<file path="src/rtl/pwm_output_driver_pkg.sv">
// Shared types and constants for the PWM output driver: counter limits, the
// channel mask type and the per-tick compare rule.
package pwm_pkg;
  localparam int           CNT_W     = 8;
  localparam logic [7:0]   CNT_MAX   = 8'd254;
  localparam logic [7:0]   DUTY_FULL = 8'hFF;
  localparam int           NUM_CH    = 16;

  typedef logic [NUM_CH-1:0] ch_mask_t;

  // Full-scale duty forces a solid high so there is no low tick at the wrap.
  function automatic logic pwm_level(input logic [CNT_W-1:0] cnt,
                                     input logic [CNT_W-1:0] duty);
    return (duty == DUTY_FULL) || (cnt < duty);
  endfunction
endpackage

</file>
<file path="src/rtl/pwm_output_driver_if.sv">
// Register-block side and pin side of the PWM output driver.
interface pwm_output_driver_if;
  logic [7:0]  en_reg_out_7_0;
  logic [7:0]  en_reg_out_15_8;
  logic [7:0]  en_reg_pwm_7_0;
  logic [7:0]  en_reg_pwm_15_8;
  logic [7:0]  pwm_duty_cycle;
  logic [15:0] out;
  logic        period_start;

  modport master (
    output en_reg_out_7_0, en_reg_out_15_8, en_reg_pwm_7_0, en_reg_pwm_15_8,
           pwm_duty_cycle,
    input  out, period_start
  );

  modport slave (
    input  en_reg_out_7_0, en_reg_out_15_8, en_reg_pwm_7_0, en_reg_pwm_15_8,
           pwm_duty_cycle,
    output out, period_start
  );
endinterface

</file>
<file path="src/rtl/pwm_output_driver_prescaler.sv">
// Free-running clock divider: one-cycle tick every PRESCALE clocks.
module pwm_prescaler #(
  parameter int PRESCALE = 13
) (
  input  logic clk,
  input  logic rst,
  output logic tick
);
  localparam int PW = (PRESCALE > 1) ? $clog2(PRESCALE) : 1;

  logic [PW-1:0] pcnt;

  // With PRESCALE=1 pcnt stays at 0 and tick is permanently high.
  assign tick = (pcnt == PW'(PRESCALE - 1));

  always_ff @(posedge clk) begin
    if (rst)       pcnt <= '0;
    else if (tick) pcnt <= '0;
    else           pcnt <= pcnt + 1'b1;
  end
endmodule

</file>
<file path="src/rtl/pwm_output_driver.sv">
// Drives 16 pins as static levels or a shared 8-bit PWM; the duty value is
// shadowed so it only changes at period boundaries.
module pwm_output_driver
  import pwm_pkg::*;
#(
  parameter int PRESCALE = 13
) (
  input  logic                 clk,
  input  logic                 rst,
  pwm_output_driver_if.slave   bus
);
  ch_mask_t         en_out, en_pwm, out_nxt, out_q;
  logic             tick, wrap, wrap_d, lvl, ps_q;
  logic [CNT_W-1:0] cnt, duty_sh;

  assign en_out = {bus.en_reg_out_15_8, bus.en_reg_out_7_0};
  assign en_pwm = {bus.en_reg_pwm_15_8, bus.en_reg_pwm_7_0};

  pwm_prescaler #(.PRESCALE(PRESCALE)) u_pre (
    .clk  (clk),
    .rst  (rst),
    .tick (tick)
  );

  assign wrap = tick && (cnt == CNT_MAX);

  // wrap_d marks the first cycle at cnt=0 of a new period; the output stage
  // turns it into period_start one clock later, aligned with out.
  always_ff @(posedge clk) begin
    if (rst) begin
      cnt     <= '0;
      duty_sh <= '0;
      wrap_d  <= 1'b0;
    end else begin
      if (tick)  cnt     <= wrap ? '0 : cnt + 1'b1;
      if (wrap)  duty_sh <= bus.pwm_duty_cycle;
      wrap_d <= wrap;
    end
  end

  assign lvl = pwm_level(cnt, duty_sh);

  for (genvar i = 0; i < NUM_CH; i++) begin : g_ch
    assign out_nxt[i] = en_out[i] & (en_pwm[i] ? lvl : 1'b1);
  end

  always_ff @(posedge clk) begin
    if (rst) begin
      out_q <= '0;
      ps_q  <= 1'b0;
    end else begin
      out_q <= out_nxt;
      ps_q  <= wrap_d;
    end
  end

  assign bus.out          = out_q;
  assign bus.period_start = ps_q;
endmodule

</file>
<file path="src/flat_wrapper.sv">
// flat-port wrapper written by rule: the top's interface ports become plain ports
module pwm_output_driver_flat import pwm_pkg::*;
#(
  parameter int PRESCALE = 13
)
  (clk, rst, bus_en_reg_out_7_0, bus_en_reg_out_15_8, bus_en_reg_pwm_7_0, bus_en_reg_pwm_15_8, bus_pwm_duty_cycle, bus_out, bus_period_start);
  pwm_output_driver_if bus_i ();
  input  logic clk;
  input  logic rst;
  input wire logic [$bits(bus_i.en_reg_out_7_0)-1:0] bus_en_reg_out_7_0;
  input wire logic [$bits(bus_i.en_reg_out_15_8)-1:0] bus_en_reg_out_15_8;
  input wire logic [$bits(bus_i.en_reg_pwm_7_0)-1:0] bus_en_reg_pwm_7_0;
  input wire logic [$bits(bus_i.en_reg_pwm_15_8)-1:0] bus_en_reg_pwm_15_8;
  input wire logic [$bits(bus_i.pwm_duty_cycle)-1:0] bus_pwm_duty_cycle;
  output wire logic [$bits(bus_i.out)-1:0] bus_out;
  output wire logic [$bits(bus_i.period_start)-1:0] bus_period_start;
  assign bus_i.en_reg_out_7_0 = bus_en_reg_out_7_0;
  assign bus_i.en_reg_out_15_8 = bus_en_reg_out_15_8;
  assign bus_i.en_reg_pwm_7_0 = bus_en_reg_pwm_7_0;
  assign bus_i.en_reg_pwm_15_8 = bus_en_reg_pwm_15_8;
  assign bus_i.pwm_duty_cycle = bus_pwm_duty_cycle;
  assign bus_out = bus_i.out;
  assign bus_period_start = bus_i.period_start;
  pwm_output_driver #(.PRESCALE(PRESCALE)) u_core (.clk(clk), .rst(rst), .bus(bus_i));
endmodule
</file>
<file path="config.mk">
export PLATFORM = sky130hd
export DESIGN_NAME = pwm_output_driver_flat
export DESIGN_NICKNAME = d
export VERILOG_FILES = /design/src/rtl/pwm_output_driver_pkg.sv /design/src/rtl/pwm_output_driver_if.sv /design/src/rtl/pwm_output_driver_prescaler.sv /design/src/rtl/pwm_output_driver.sv /design/src/flat_wrapper.sv
export SDC_FILE = /design/constraint.sdc
export NUM_CORES = 1
export LEC_CHECK = 0
export BUFFER_PORTS_ARGS = -buffer_cell sky130_fd_sc_hd__clkbuf_2
export CAP_MARGIN = 25
export CELL_PAD_IN_SITES_DETAIL_PLACEMENT = 1
export CELL_PAD_IN_SITES_GLOBAL_PLACEMENT = 2
export CORE_UTILIZATION = 31
export CTS_BUF_LIST = sky130_fd_sc_hd__clkbuf_16
export CTS_CLUSTER_SIZE = 16
export DETAILED_ROUTE_END_ITERATION = 10
export GPL_ROUTABILITY_DRIVEN = 0
export GPL_TIMING_DRIVEN = 0
export PLACE_DENSITY_LB_ADDON = 0.15
export SETUP_SLACK_MARGIN = 0.15
export SYNTH_ARGS = -nofsm -noshare
export SYNTH_HDL_FRONTEND = slang
export SYNTH_HIERARCHICAL = 1
export SYNTH_SLANG_ARGS = --single-unit
</file>
<file path="constraint.sdc">
create_clock -name clk -period 2.6 [get_ports clk]
set_input_delay 0.26 -clock clk [delete_from_list [all_inputs] [get_ports clk]]
set_output_delay 0.26 -clock clk [all_outputs]
set_load 0.1 [all_outputs]
</file>
==> summary.md <==
| Metric | Value |
|---|---|
| Status | `finished clean` |
| Leakage Power | `0.000923 uW` |
| Asr flop ratio synth | `0` |
| Num CTS Buffers | `5` |
| Post-CTS setup buffers | `0` |
| Worst Hold Depth | `2` |
| Initial Util | `0.328` |
| Number of port buffers | `58` |
| Slew Limit Headroom | `0.633` |
| Largest fanout on the critical path | `10` |
| # nets final | `295` |
| CTS Buffer Depth | `2` |
| Total grt overflow | `0` |
| Post-synthesis cell count | `177` |
| CP Buf/Inv Count | `2` |
| Family with the most delay on the worst path | `simple AND/OR/NAND/NOR gates` |
| Final Instance Area | `0.00221 sq mm` |
| Ranking of synthesized cells by area | `dfxtp_1, ha_1, nand2b_1, a21oi_1, a21oi_2` |
| Top-area cell type share of the netlist area | `0.449` |
| Yosys top cell by area | `dfxtp_1` |
| Final Cycle Share | `0.784` |
| Syn. warnings | `6` |
| Cts hold-fix bufs | `0` |
| DR vias/cell | `4.54` |
| Max cap viols | `0` |
| Worst endpoint required time | `2.81 ns` |
| Reg-to-Reg Start | `u_core/u_pre/pcnt[0]` |
| Register area share after synthesis | `0.449` |
| Worst skew pair latency | `0.28 ns` |
| CP Class | `flip-flop to flip-flop` |
| TritonCTS Sinks | `38` |
| Die W | `75.9 um` |
| Commonest cells after routing, fill and taps aside | `clkbuf_2, dfxtp_1, a21oi_1, nand2b_1, nand2_1` |
| Synth Cell Area | `0.00169 sq mm` |
| Die area | `0.00576 sq mm` |
| Syn nets | `230` |
| Power Dens Cells | `604 mW/mm^2` |
| # rows | `26` |
| #FFs+latches synth | `38` |
| Worst-path clk slew | `0.06 ns` |
| Post-CTS sizing | `0` |
| Count of cell types in the netlist | `34` |
| Most common cell after layout, fill and taps aside | `clkbuf_2` |
| Max stage delay cell, worst path | `nor2_1` |
| Core box area | `0.00517 sq mm` |
| Global Route Usage Sum | `0.148` |
| Maximum clock rate | `490 MHz` |
| Residual DRC | `0` |
| Setup TNS | `0 ns` |
| Crit path launch | `u_core/u_pre/pcnt[0]` |
| Slowest stage delay, CP | `0.44 ns` |
| WP data arrival | `2.25 ns` |
| Least-Margin Pin Slew | `0.553 ns` |
| Post-route ant nets | `0` |
| # setup viols final | `0` |
| Worst hold start | `bus_en_reg_pwm_7_0[3]` |
| Die Ht | `75.9 um` |
| Fin cells | `313` |
| Final hold viol count | `0` |
| Worst-path cell chain | `inv_1 -> ha_1 -> and3_2 -> nand4_4 -> nor2_1 -> buf_4 -> nand2_1 -> a21oi_1` |
| RSZ-0062 raised after global routing | `no` |
| Post-synth EDFFs | `0` |
| TritonCTS clock tree | `done` |
| FF-to-FF setup slack | `0.56 ns` |
| Clk_skew | `0.00329 ns` |
| Pre-CTS setup slack | `0.509 ns` |
| Via count | `1,421` |
| Initial antenna violation count | `0` |
| Setup crit end kind | `flip-flop` |
| Synthesis-to-layout area growth | `30.6%` |
| Tightest Hold Check Type | `input pin to flip-flop` |
| Hpwl dp | `2.87 mm` |
| TritonRoute pass-1 iters | `4` |
| Final slew viol count | `0` |
| WL/cell | `12.3 um` |
| Synth Area per Inst | `9.57 sq um` |
| CP Launch Type | `flip-flop` |
| WHS Endpoint | `u_core/bus.out[3]` |
| H-tree levels | `2` |
| Largest net degree at the start of global routing | `13` |
| Vias in the first global route | `1,350` |
| Worst R2R End | `u_core/duty_sh[3]` |
| Post-layout min period | `2.04 ns` |
| Total Routed Length | `3.86 mm` |
| Starting DRC count in detailed routing | `38` |
| R2R cell count | `8` |
| Max IR drop VDD | `0.283 mV` |
| Fin worst setup slack | `0.560 ns` |
| Layout cell share with drive strength beyond 1 | `0.342` |
| Root Buffer Master | `clkbuf_16` |
| Post-synth top flop | `dfxtp_1` |
| First-pass GRT wire length | `6.73 mm` |
| Placement-stage cell area | `0.00207 sq mm` |
| Ports | `59` |
| Diodes inserted | `0` |
| Cell Count Post-Placement | `305` |
## cells in the mapped netlist (all sizes together) (2+ instances only)
master / n
dfxtp: 38
a21oi: 29
nand2b: 17
nand2: 13
inv: 12
ha: 11
o21ai: 10
nor3: 8
nor2: 7
nand4: 6
xor2: 4
buf: 3
clkbuf: 3
and3: 2
xnor2: 2
## state kept, by name, summed over array words and instances (netlist names)
register	cells
u_core/bus.out	16
u_core/cnt	8
u_core/duty_sh	8
u_core/u_pre/pcnt	4
u_core/bus.period_start	1
u_core/wrap_d	1
## per-layer routing
metal,vias to the layer above,global-route usage,share of wire
li1,733,-,-
met1,659,0.194,0.47
met2,24,0.226,0.47
met3,5,0.0602,0.048
met4,0,0.0346,0.010
met5,-,0,0
## how the worst max path moves through the flow
stage,end,depth (start not counted)
floorplan,u_core/cnt[0],7
global placement,u_core/duty_sh[4],8
detailed placement,u_core/duty_sh[4],8
CTS,u_core/duty_sh[3],8
global route,u_core/duty_sh[3],8
finish,u_core/duty_sh[3],8
## cell families (layout without fill, tap and decap cells)
logic type      Yosys count  in the layout  synth area share
simple gates             58             58             0.196
compound gates           45             45             0.190
flops                    38             38             0.449
buf+inv                  18             84            0.0465
fa+ha+maj                11             11            0.0812
xor+xnor                  6              6            0.0310
mux                       1              1           0.00591
## per-stage QoR
stage                     total power, uW   util  hold slack (ns)
after floorplan                       718      -            0.329
after global placement                767  0.401            0.417
after detailed placement              768  0.401            0.431
after CTS                            1360  0.428            0.134
after global routing                 1400  0.428            0.136
final                                1340  0.428            0.142
## final cells by class
type,count,area (sq um)
multi-input combinational,121,855
fill,625,2960
timing repair buffer,58,290
tap,70,87.6
clock inverter,3,16.3
inverter,12,45.0
buffer,6,33.8
clock buffer,5,125
sequential,38,761
## report_power, final
part / internal (uW) / leakage [uW] / switching [uW]
Clock: 350 / 0.0000672 / 235
Combinational: 44.7 / 0.000546 / 107
Sequential: 596 / 0.000309 / 5.63
Total: 991 / 0.000923 / 347
Note: power is estimated with default switching activity, not from simulation.
